`config.mk`:
```
export PLATFORM = sky130hd
export DESIGN_NAME = regfile_write_arbiter
export DESIGN_NICKNAME = d
export VERILOG_FILES = /design/src/rtl/regfile_write_arbiter.sv
export SDC_FILE = /design/constraint.sdc
export NUM_CORES = 1
export LEC_CHECK = 0
export BUFFER_PORTS_ARGS = -buffer_cell sky130_fd_sc_hd__buf_4
export CORE_AREA = 2 2 44 46
export DETAILED_ROUTE_END_ITERATION = 10
export DIE_AREA = 0 0 46 48
export PLACE_DENSITY = 0.85
export SYNTH_ARGS = -nofsm -noshare
export SYNTH_HDL_FRONTEND = slang
export SYNTH_SLANG_ARGS = --single-unit
```
`constraint.sdc`:
```
create_clock -name clk -period 3.2 [get_ports clk]
set_input_delay 0.16 -clock clk [delete_from_list [all_inputs] [get_ports clk]]
set_output_delay 0.16 -clock clk [all_outputs]
set_load 0.01 [all_outputs]
```
`src/rtl/regfile_write_arbiter.sv`:
```
// Two-requester register-file write arbiter with a two-write init sequence.
// Ports: clk, rst (sync, active-high); req/sel/data per requester in;
//   gnt0/gnt1 grant pulses, regWrite/writeReg/writeData write port,
//   ready after init, collision when both target the same register.
// Build option: REGFILE_ARB_FIXED_PRIO_EN gives ties to requester 0 always.
module regfile_write_arbiter #(
  parameter int DATA_W = 8
) (
  input  logic              clk,
  input  logic              rst,
  input  logic              req0,
  input  logic              sel0,
  input  logic [DATA_W-1:0] data0,
  input  logic              req1,
  input  logic              sel1,
  input  logic [DATA_W-1:0] data1,
  output logic              gnt0,
  output logic              gnt1,
  output logic              regWrite,
  output logic              writeReg,
  output logic [DATA_W-1:0] writeData,
  output logic              ready,
  output logic              collision
);

  typedef enum logic [1:0] {
    INIT0,
    INIT1,
    RUN
  } state_t;

  state_t state;

  logic elig0;
  logic elig1;
  logic pick0;
  logic pick1;

  // A requester just granted is masked for one cycle so a late req drop
  // cannot produce a second write.
  assign elig0 = req0 & ~gnt0;
  assign elig1 = req1 & ~gnt1;

`ifdef REGFILE_ARB_FIXED_PRIO_EN
  assign pick0 = elig0;
`else
  // lastGnt=1 means requester 1 went last, so requester 0 wins a tie.
  logic lastGnt;

  assign pick0 = elig0 & (~elig1 | lastGnt);

  always_ff @(posedge clk) begin
    if (rst) begin
      lastGnt <= 1'b1;
    end else if (state == RUN && (pick0 | pick1)) begin
      lastGnt <= pick1;
    end
  end
`endif

  assign pick1 = elig1 & ~pick0;

  always_ff @(posedge clk) begin
    if (rst) begin
      state     <= INIT0;
      ready     <= 1'b0;
      gnt0      <= 1'b0;
      gnt1      <= 1'b0;
      regWrite  <= 1'b0;
      writeReg  <= 1'b0;
      writeData <= '0;
      collision <= 1'b0;
    end else begin
      unique case (state)
        INIT0: begin
          gnt0      <= 1'b0;
          gnt1      <= 1'b0;
          collision <= 1'b0;
          regWrite  <= 1'b1;
          writeReg  <= 1'b0;
          writeData <= '0;
          state     <= INIT1;
        end
        INIT1: begin
          gnt0      <= 1'b0;
          gnt1      <= 1'b0;
          collision <= 1'b0;
          regWrite  <= 1'b1;
          writeReg  <= 1'b1;
          writeData <= '0;
          ready     <= 1'b1;
          state     <= RUN;
        end
        RUN: begin
          gnt0      <= pick0;
          gnt1      <= pick1;
          regWrite  <= pick0 | pick1;
          collision <= elig0 & elig1 & (sel0 == sel1);
          unique case (1'b1)
            pick0: begin
              writeReg  <= sel0;
              writeData <= data0;
            end
            pick1: begin
              writeReg  <= sel1;
              writeData <= data1;
            end
            default: ;
          endcase
        end
        default: begin
          state <= INIT0;
        end
      endcase
    end
  end

endmodule
```
* Word-level counts from Yosys, hierarchy flattened
Index checks and enable logic that the tools add are counted.
** Word-level totals
- Bits of input ports :: 22
- Output and inout port bits :: 14
- Word-level logic and storage cells :: 41
- Register bits after elaboration :: 17
** Operators by class
- Reductions and logical operators :: 7
- Bitwise gates (word level) :: 12
- Eq/ne operators :: 4
- Mux-type cells :: 9
** Operator list (number)
- 8-bit case mux with 2 select lines :: 2
- 1-bit case mux with 2 select lines :: 5
- 1-bit bitwise AND :: 6
- 2-bit case mux with 3 select lines :: 1
- 1-bit NOT :: 4
- 2-bit AND reduction :: 2
- 3-bit != test, second input constant :: 1
- 1-bit case mux with 3 select lines :: 1
- 3-bit nonzero test :: 1
- 2-bit by 1-bit equality test with 1-bit output, second input constant :: 1
- 2-bit equality test, second input constant :: 1
- 2-bit logical NOT :: 1
- 1-bit OR :: 2
- 2-bit nonzero test :: 1
- 2-bit OR reduction :: 1
- 1-bit equality test :: 1
- 1-bit logical AND :: 1

* Depth between registers and ports, before layout
Gate-level depths: netlist of the first run.
- Depth after elaboration :: 9
- Mapped depth :: 5
- Depth with buffers taken out :: 5

* Worst setup path after synthesis of the first run
No wires, ideal clock.
- Kind :: reg2reg
- From :: reg state[0]
- To :: reg writeData[0]
- Slack :: 1806 ps
- Arrival time :: 1323 ps
- Required time :: 3130 ps
- Stages on the path, launching flop included :: 6
- Clock period less this slack :: 1394 ps
- Buffers on the path :: 0
- Cells stage by stage :: dfxtp_1 inv_1 ha_1 inv_1 a2111o_1 o2bb2ai_1
** Between the ends
- Word-level cells in the longest chain between the ends :: 4
** Ends and longest elaborated chain
- from (decl) :: line 32 : state_t state;
- from (signal assigned) :: line 65 : state <= INIT0;
- from (signal assigned) :: line 82 : state <= INIT1;
- from (signal assigned) :: line 92 : state <= RUN;
- 2-bit by 1-bit equality test with 1-bit output / 2-bit logical NOT (equally long branches) :: line 74 : unique case (state)
- 2-bit OR reduction (no source line)
- 2-bit nonzero test (no source line)
- 2-bit AND reduction (no source line)
- to (signal assigned) :: line 102 : writeData <= data0;
- to (signal assigned) :: line 106 : writeData <= data1;
- to (decl) :: line 21 : output logic [DATA_W-1:0] writeData,
Several ways; a longest one is shown, not always the timed one.
A chain may end at the register's enable or synchronous reset.

* Worst setup path after layout of the first run
Ends and elaborated chain as after synthesis.

==> results.json, run 1 <==
{
  "power_mw": 0.4443,
  "clkLatencyLatePin_ns": 0.28,
  "place_congestion": 0.7437,
  "coreArea_sq_um": 1689,
  "hold_viol": 0,
  "worstSetupPathType": "reg2reg",
  "cts_tree": "yes",
  "syn_avg_cell_area_sq_um": 10.04,
  "synthArstFlopShare_pct": 0,
  "power_density_nw_per_um2": 409.6,
  "n_fill_cell": 145,
  "fin_crit_ns": 1.656,
  "synthDistinctLibCells": 23,
  "crit_required_ns": 3.41,
  "antenna_left": 0,
  "track_usage_pct": 17.06,
  "relSlewSlack_pct": 63.72,
  "synth_warnings": 0,
  "dpl_cell_area_sq_um": 1059,
  "final_cell_area_sq_um": 1085,
  "cts_root_buffer": "clkbuf_4",
  "antenna_cells": 0,
  "grt_pass1_wl_microns": 2697,
  "syn_nets": 105,
  "antenna_found_initial": 0,
  "remaining_drc_errors": 0,
  "grt-ovfl-total": 0,
  "crit_fanout": 8,
  "post_cts_resized": 0,
  "finalMaxSlewViolations": 0,
  "end_kind": "flip-flop",
  "finalCritPeriodShare_pct": 51.75,
  "die_w_microns": 46,
  "numCtsBuffers": 3,
  "synth_edf_count": 0,
  "power.leakage_nw": 0.5313,
  "min_path_type": "in2reg",
  "cp-start-kind": "flip-flop",
  "drt_iter0_drc": 4,
  "std_cell_rows": 15,
  "routedWlPerCell_microns": 13.16,
  "ys_seq_elements": 17,
  "ys.flop_type": "dfxtp_1",
  "clock_path_buffers": 2,
  "fin_nets": 142,
  "status": "completed",
  "ys_seq_area_share_pct": 42.90,
  "hpwl_microns": 1347,
  "clock.fmax_ghz": 0.6039,
  "layout-area-overhead-vs-synth_pct": 36.75,
  "grt_pass1_vias": 665,
  "synth_area_sq_um": 793.3,
  "wirelength_microns": 1737,
  "cts_setup_buffers": 0,
  "highest_layer": "met4",
  "cp.arrival_ns": 1.87,
  "die-area_sq_um": 2208,
  "wl_met1_microns": 738,
  "rsz0062_at_grt": "false",
  "dr.pass1.iters": 4,
  "finalClockSkew_ns": 0.003287,
  "hold_buffers": 0,
  "start_util_pct": 46.96,
  "finalSetupViolCount": 0,
  "wl_met2_microns": 853,
  "grt_max_degree": 12,
  "worst_pin_slew_ns": 0.5423,
  "vias": 714,
  "viasPerCell": 5.409,
  "syn-instance-count": 79,
  "wl_met3_microns": 134,
  "tns_ns": 0,
  "clkSinkCount": 17,
  "port_buffers": 35,
  "clkTransAtPathRegs_ns": 0.10,
  "die_h_microns": 48,
  "boundaryPins": 36,
  "cts_max_level": 1,
  "drv_cap": 0,
  "ir_drop_v": 0.0002811,
  "drive_gt1_share_pct": 33.91
}
[power by group]
part	internal, mW	leakage, nW	switching [mW]
registers	0.224	0.138	0.00923
clock network	0.0483	0.0150	0.0631
logic	0.0521	0.378	0.0476
total	0.324	0.531	0.120
[cell usage after synthesis, drive strengths merged, types with 2 or more instances]
cell type / n / area share (%)
or3: 2 / 1.6
nor2b: 2 / 1.6
dfxtp: 17 / 43
nor2: 7 / 3.3
clkbuf: 2 / 0.95
mux2i: 12 / 15
nand2b: 2 / 2.5
o2bb2ai: 8 / 8.8
ha: 4 / 6.3
a21oi: 4 / 2.5
nand2: 5 / 2.4
inv: 4 / 1.9
[worst max-delay path, stage by stage, from the launching register on]
cell,delay [ns]
dfxtp_1,0.35
inv_1,0.09
ha_1,0.29
a31oi_1,0.21
nor2_1,0.47
o2bb2ai_1,0.17
[cells by family (layout without fill, tap and decap cells)]
group	Yosys count	after routing	synth area share, %
AOI/OAI and AO/OA	17	17	16.56
xor gates and xnor gates	1	1	1.104
adders and majority gates	4	4	6.309
buffers and inverters	7	43	4.258
DFF	17	17	42.90
muxes	12	12	15.14
and+or+nand+nor	21	21	13.72
[final timing paths]
kind                                start      endpoint  slack [ns]  cells after the start
worst max-delay path             state[0]  writeData[0]        1.54                      5
worst min-delay path                  rst          gnt0        0.12                      2
worst max register to register   state[0]  writeData[0]        1.54                      5
worst min register to register  collision     collision        0.46                      2
[layout by cell type, fill, tap and decap left out]
cell type,synthesis,routed
o31ai_1,1,1
xor2_1,1,1
clkbuf_4,0,3
or3_1,2,2
inv_1,4,4
a2111o_1,1,1
a31oi_1,1,1
mux2i_1,12,12
or4_1,1,1
dfxtp_1,17,17
a21oi_1,4,4
buf_4,0,35
nand3_1,1,1
clkbuf_1,2,1
nand2b_1,1,1
nor2b_1,2,2
nand2b_4,1,1
and3_1,1,1
o2bb2ai_1,8,8
nor2_1,7,7
a21o_1,1,1
ha_1,4,4
o311ai_0,1,1
nand2_1,5,5
[metrics by stage]
step	setup WS [ns]	util, %	instances	hold slack, ns
finish	1.544	64.22	132	0.1241
floorplan	1.806	-	79	0.2916
global placement	1.672	62.67	128	0.4178
global route	1.426	64.22	132	0.1291
detailed placement	1.557	62.67	128	0.4219
CTS	1.543	64.22	132	0.1193
[state kept, by name, indices dropped and copies added, names as in the netlist]
register and flops:
collision 1, gnt0 1, gnt1 1, lastGnt 1
ready 1, regWrite 1, state 2, writeData 8
writeReg 1
[layer usage]
layer  GRT usage (%)  vias to the layer above
li1                -                      354
met1           21.23                      331
met2           27.78                       27
met3           4.906                        2
met4           6.857                        0
met5               0                        -
[final cells by class]
type,count,area [sq um],area share [%]
tap,17,21.27,1.961
multi-input combinational,55,419.2,38.64
timing repair buffer,35,262.8,24.22
clock buffer,4,26.28,2.422
sequential,17,340.3,31.37
inverter,4,15.01,1.384
No activity file was read; power rests on OpenSTA's default activity.
==> run 2: changes to the inputs <==
Settings changed: CORE_AREA 2 2 44 46 to 2 2 46 48, DIE_AREA 0 0 46 48 to 0 0 48 50, PLACE_DENSITY 0.85 to 0.79.
Clock period 3.2 ns to 1.7 ns, I/O delays scaled along.
==> run 2 against run 1 <==
  * Combinational power grew 87%
  * Critical endpoint is now writeData[7]
  * Utilization shrank 6.1 points
  * Flip-flop and latch count is the same
  * Critical path depth is the same
  * Highest routed layer unchanged
  * Clock-buffer cell count is the same
  * Fmax grew 9.2%
  * First-iteration DRC count grew to 2.5 times the previous value
  * Worst setup slack lost 1.4 ns
  * Clock power grew 91%
  * Register-to-register slack lost 1.4 ns
==> results.json, run 2 (synthesis gave the netlist of run 1 again) <==
{
  "die-area_sq_um": 2400,
  "cts_tree": "yes",
  "layout-area-overhead-vs-synth_pct": 39.43,
  "std_cell_rows": 16,
  "rrSetupSlack_ns": 0.18,
  "vias": 702,
  "antenna_cells": 0,
  "routedWlPerCell_microns": 12.09,
  "holdWs_ns": 0.04836,
  "finalSetupViolCount": 0,
  "power_mw": 0.8364,
  "wl_met3_microns": 105,
  "grt_pass1_vias": 705,
  "place_congestion": 0.8386,
  "post_cts_resized": 0,
  "drive_gt1_share_pct": 35.65,
  "power.leakage_nw": 0.5319,
  "r2r-start": "state[0]",
  "min_path_type": "in2reg",
  "port_buffers": 35,
  "dpl_cell_area_sq_um": 1071,
  "hp-start": "rst",
  "clock.fmax_ghz": 0.6594,
  "tns_ns": 0,
  "cp-start-kind": "flip-flop",
  "cts_setup_buffers": 0,
  "top_regs": "writeData x8, state x2",
  "crit_fanout": 8,
  "grt_pass1_wl_microns": 2773,
  "wl_met1_microns": 762,
  "layout_common_cells": "buf_4, dfxtp_1, mux2i_1, o2bb2ai_1, nor2_1",
  "die_w_microns": 48,
  "power_density_nw_per_um2": 756.2,
  "clkLatencyLatePin_ns": 0.29,
  "r2r-end": "writeData[7]",
  "clkSinkCount": 17,
  "coreArea_sq_um": 1902,
  "rsz0062_at_grt": "false",
  "hpwl_microns": 1307,
  "numCtsBuffers": 3,
  "final_cell_area_sq_um": 1106,
  "finalMaxSlewViolations": 0,
  "cts_max_level": 1,
  "worstSetupPathType": "reg2reg",
  "remaining_drc_errors": 0,
  "drt_iter0_drc": 10,
  "top_register": "writeData",
  "clock_path_buffers": 2,
  "ir_drop_v": 0.0003988,
  "wl_met2_microns": 820,
  "finalCritPeriodShare_pct": 89.21,
  "n_fill_cell": 172,
  "mostFrequentLayoutCell": "buf_4",
  "worst_slack_ns": 0.1835,
  "highest_layer": "met4",
  "relSlewSlack_pct": 64.67,
  "drv_cap": 0,
  "status": "completed",
  "crit_required_ns": 1.92,
  "dp_slack_ns": 0.06406,
  "multi_input_area_sq_um": 427.9,
  "clkTransAtPathRegs_ns": 0.10,
  "cts_root_buffer": "clkbuf_4",
  "fin_crit_ns": 1.517,
  "ff2ff_path_depth": 5,
  "largest_reg_flops": 8,
  "end_kind": "flip-flop",
  "fin_nets": 142,
  "finalClockSkew_ns": 0.004690,
  "hold_viol": 0,
  "area.sequential_sq_um": 340.3,
  "viasPerCell": 4.944,
  "boundaryPins": 36,
  "grt_max_degree": 12,
  "grt-ovfl-total": 0,
  "cp.arrival_ns": 1.74,
  "hold_buffers": 0,
  "die_h_microns": 50,
  "antenna_found_initial": 0,
  "wirelength_microns": 1717,
  "hold_depth": 2,
  "worst_pin_slew_ns": 0.5300,
  "antenna_left": 0,
  "hold_path_end": "gnt0",
  "start_util_pct": 41.71,
  "track_usage_pct": 15.99,
  "dr.pass1.iters": 3
}
## run 2: worst max-delay path, stage by stage, from the launching register on
cell and delay [ns]:
dfxtp_1 0.35, inv_1 0.09, ha_1 0.27, inv_1 0.13, a2111o_1 0.43, o2bb2ai_1 0.18
## run 2: area by class of cell
class,instances,area share [%]
multi-input cells,55,38.69
well taps,27,3.054
clock buffers,4,2.376
repair buffers,35,23.76
inverters,4,1.357
flip-flops and latches,17,30.77
## run 2: where the power goes
group          internal [mW]  total [mW]  switching, mW
combinational         0.0979       0.186         0.0878
sequential             0.422       0.439         0.0171
clock                 0.0911       0.212          0.121
total                  0.611       0.836          0.226
## run 2: how the worst max path moves through the flow
stage	cells past startpoint	slack (ns)	start	end
final	5	0.18	state[0]	writeData[7]
after global routing	5	0.05	state[0]	writeData[2]
after CTS	5	0.05	state[0]	writeData[6]
after detailed placement	5	0.06	state[0]	writeData[6]
after global placement	5	0.21	state[0]	writeData[5]
after floorplan	5	0.31	state[0]	writeData[0]
## run 2: through the flow
stage | utilization, % | cells
2_1_floorplan | - | 79
3_3_place_gp | 56.32 | 138
3_5_place_dp | 56.32 | 138
4_1_cts | 57.70 | 142
5_1_grt | 58.16 | 142
6_report | 58.16 | 142
## run 2: layer usage
metal,up-vias,global-route usage [%]
met1,314,18.39
li1,356,-
met4,0,9.009
met5,-,0
met2,28,26.67
met3,4,2.198
==> run 3: changes to the inputs <==
Settings changed: BUFFER_PORTS_ARGS -buffer_cell sky130_fd_sc_hd__buf_4 to -buffer_cell sky130_fd_sc_hd__buf_2, PLACE_DENSITY 0.79 to 0.73.
==> run 3 against run 2 <==
  * Worst setup slack worse by 0.012 ns
  * Via count down 3.0%
  * Utilization down 4.8 points
  * Hold slack better by 0.013 ns
  * Sequential power about the same
  * Total power down 2.9%
  * Routed wire length down 7.7%
  * Non-clock buffer count unchanged
  * Critical path depth unchanged
  * Register-to-register slack about the same
  * Cell area down 8.3%
  * Final cell count unchanged
  * Critical endpoint is now writeData[1]
  * Largest power group unchanged
  * Highest routed layer unchanged
==> results.json, run 3 (synthesis gave the netlist of run 1 again) <==
{
  "seqPwrFrac_pct": 53.9,
  "layout_common_cells": "buf_2, dfxtp_1, mux2i_1, o2bb2ai_1, nor2_1",
  "cpMostUsedCell": "inv_1",
  "startpoint": "state[0]",
  "clkPwrFrac_pct": 26.1,
  "post-route-util_pct": 53.36,
  "wirelength_microns": 1585,
  "viasPerCell": 4.796,
  "power_density_nw_per_um2": 800.1,
  "crit_fanout": 8,
  "track_usage_pct": 15.48,
  "p_int_mw": 0.5897,
  "die_w_microns": 48,
  "clkSinkCount": 17,
  "finalCritPeriodShare_pct": 89.94,
  "n_fill_cell": 183,
  "top_register": "writeData",
  "drt_iter0_drc": 4,
  "worst-path-buf-inv": 2,
  "fin_nets": 142,
  "cts_setup_buffers": 0,
  "dr.pass1.iters": 2,
  "relSlewSlack_pct": 67.96,
  "die-area_sq_um": 2400,
  "largest_reg_flops": 8,
  "port_buffers": 35,
  "grt_pass1_wl_microns": 2608,
  "grt-ovfl-total": 0,
  "combPwrFrac_pct": 20.0,
  "crit_path_cell_trace": "inv_1 -> ha_2 -> inv_1 -> a2111o_1 -> o2bb2ai_1",
  "coreArea_sq_um": 1902,
  "min_path_type": "in2reg",
  "hold_depth": 3,
  "power.leakage_nw": 0.5113,
  "ff2ff_path_depth": 5,
  "grt_pass1_vias": 651,
  "rrSetupSlack_ns": 0.17,
  "finalMaxSlewViolations": 0,
  "power_switching_mw": 0.2222,
  "grt_max_degree": 12,
  "drive_gt1_share_pct": 35.65,
  "layout-area-overhead-vs-synth_pct": 27.92,
  "clkLatencyLatePin_ns": 0.28,
  "vias": 681,
  "die_h_microns": 50,
  "r2r-end": "writeData[1]",
  "ir_drop_v": 0.0004650,
  "clock.fmax_ghz": 0.6541,
  "antenna_found_initial": 0,
  "antenna_cells": 0,
  "antenna_left": 0,
  "worstSetupEndpoint": "writeData[1]",
  "worstSetupPathType": "reg2reg",
  "routedWlPerCell_microns": 11.16,
  "crit_required_ns": 1.92,
  "tns_ns": 0,
  "start_util_pct": 41.71,
  "cp-start-kind": "flip-flop",
  "drv_cap": 0,
  "final_cells": 142,
  "fin_crit_ns": 1.529,
  "cts_tree": "yes",
  "cp.arrival_ns": 1.75,
  "std_cell_rows": 16,
  "cts_max_level": 1,
  "crit_path_top_delay_cell": "a2111o_1",
  "end_kind": "flip-flop",
  "finalClockSkew_ns": 0.001191,
  "place_congestion": 0.7602,
  "rsz0062_at_grt": "false",
  "cts_root_buffer": "clkbuf_4",
  "finalSetupViolCount": 0,
  "clkTransAtPathRegs_ns": 0.09,
  "dp_cells": 138,
  "status": "completed",
  "r2r-start": "state[0]",
  "top_regs": "writeData x8, state x2",
  "max_stage_delay_ns": 0.50,
  "path_delay_family": "compound AO/OA/AOI/OAI gates",
  "hold_viol": 0,
  "path_depth": 5,
  "mostFrequentLayoutCell": "buf_2",
  "boundaryPins": 36,
  "remaining_drc_errors": 0,
  "numCtsBuffers": 3,
  "hpwl_microns": 1240,
  "worst_pin_slew_ns": 0.4807,
  "switching_share_pct": 27.37,
  "clock_path_buffers": 2
}
[run 3: worst min path at each step]
stage               slack [ns]  startpoint            to
finish                    0.06    data0[0]  writeData[0]
global route              0.06    data1[0]  writeData[0]
CTS                       0.05    data1[7]  writeData[7]
detailed placement        0.36    data0[0]  writeData[0]
global placement          0.35    data1[0]  writeData[0]
floorplan                 0.22         rst       lastGnt
[run 3: worst min-delay path, stage by stage]
cell and delay (ns):
buf_2 0.07, mux2i_1 0.05, o2bb2ai_1 0.11
[run 3: power groups by stage]
stage	sequential [mW]	clock, mW	combinational [mW]
after floorplan	0.452	0	0.0993
after global placement	0.446	0	0.157
after detailed placement	0.447	0	0.162
after CTS	0.438	0.224	0.163
after global routing	0.442	0.238	0.180
final	0.438	0.212	0.162
[run 3: what timing repair did]
item	4_1_cts	5_1_grt
endpoints found under the hold margin	0	0
hold buffers	0	0
resized for setup	0	2
setup endpoints to repair	0	8
[run 3: area by class of cell]
type / count / area (sq um) / area share [%]
timing repair buffer: 35 / 175.2 / 17.26
inverter: 4 / 15.01 / 1.480
multi-input combinational: 55 / 424.2 / 41.80
tap: 27 / 33.78 / 3.329
sequential: 17 / 340.3 / 33.54
clock buffer: 4 / 26.28 / 2.589
[run 3: metal layers]
layer / track usage, % / vias up / wire, microns
li1: - / 353 / -
met1: 16.29 / 293 / 692
met2: 25.11 / 30 / 742
met3: 7.326 / 5 / 123
met4: 6.757 / 0 / 26
met5: 0 / - / 0
[run 3: through the flow]
stage	power (mW)	setup slack (ns)	hold slack [ns]	area [sq um]
after global placement	0.6030	0.1835	0.3457	983.4
after floorplan	0.5512	0.3063	0.2166	793.3
after detailed placement	0.6088	0.1205	0.3610	983.4
after CTS	0.8250	0.09795	0.05380	1010
after global routing	0.8594	0.06004	0.05834	1015
final	0.8119	0.1711	0.06154	1015
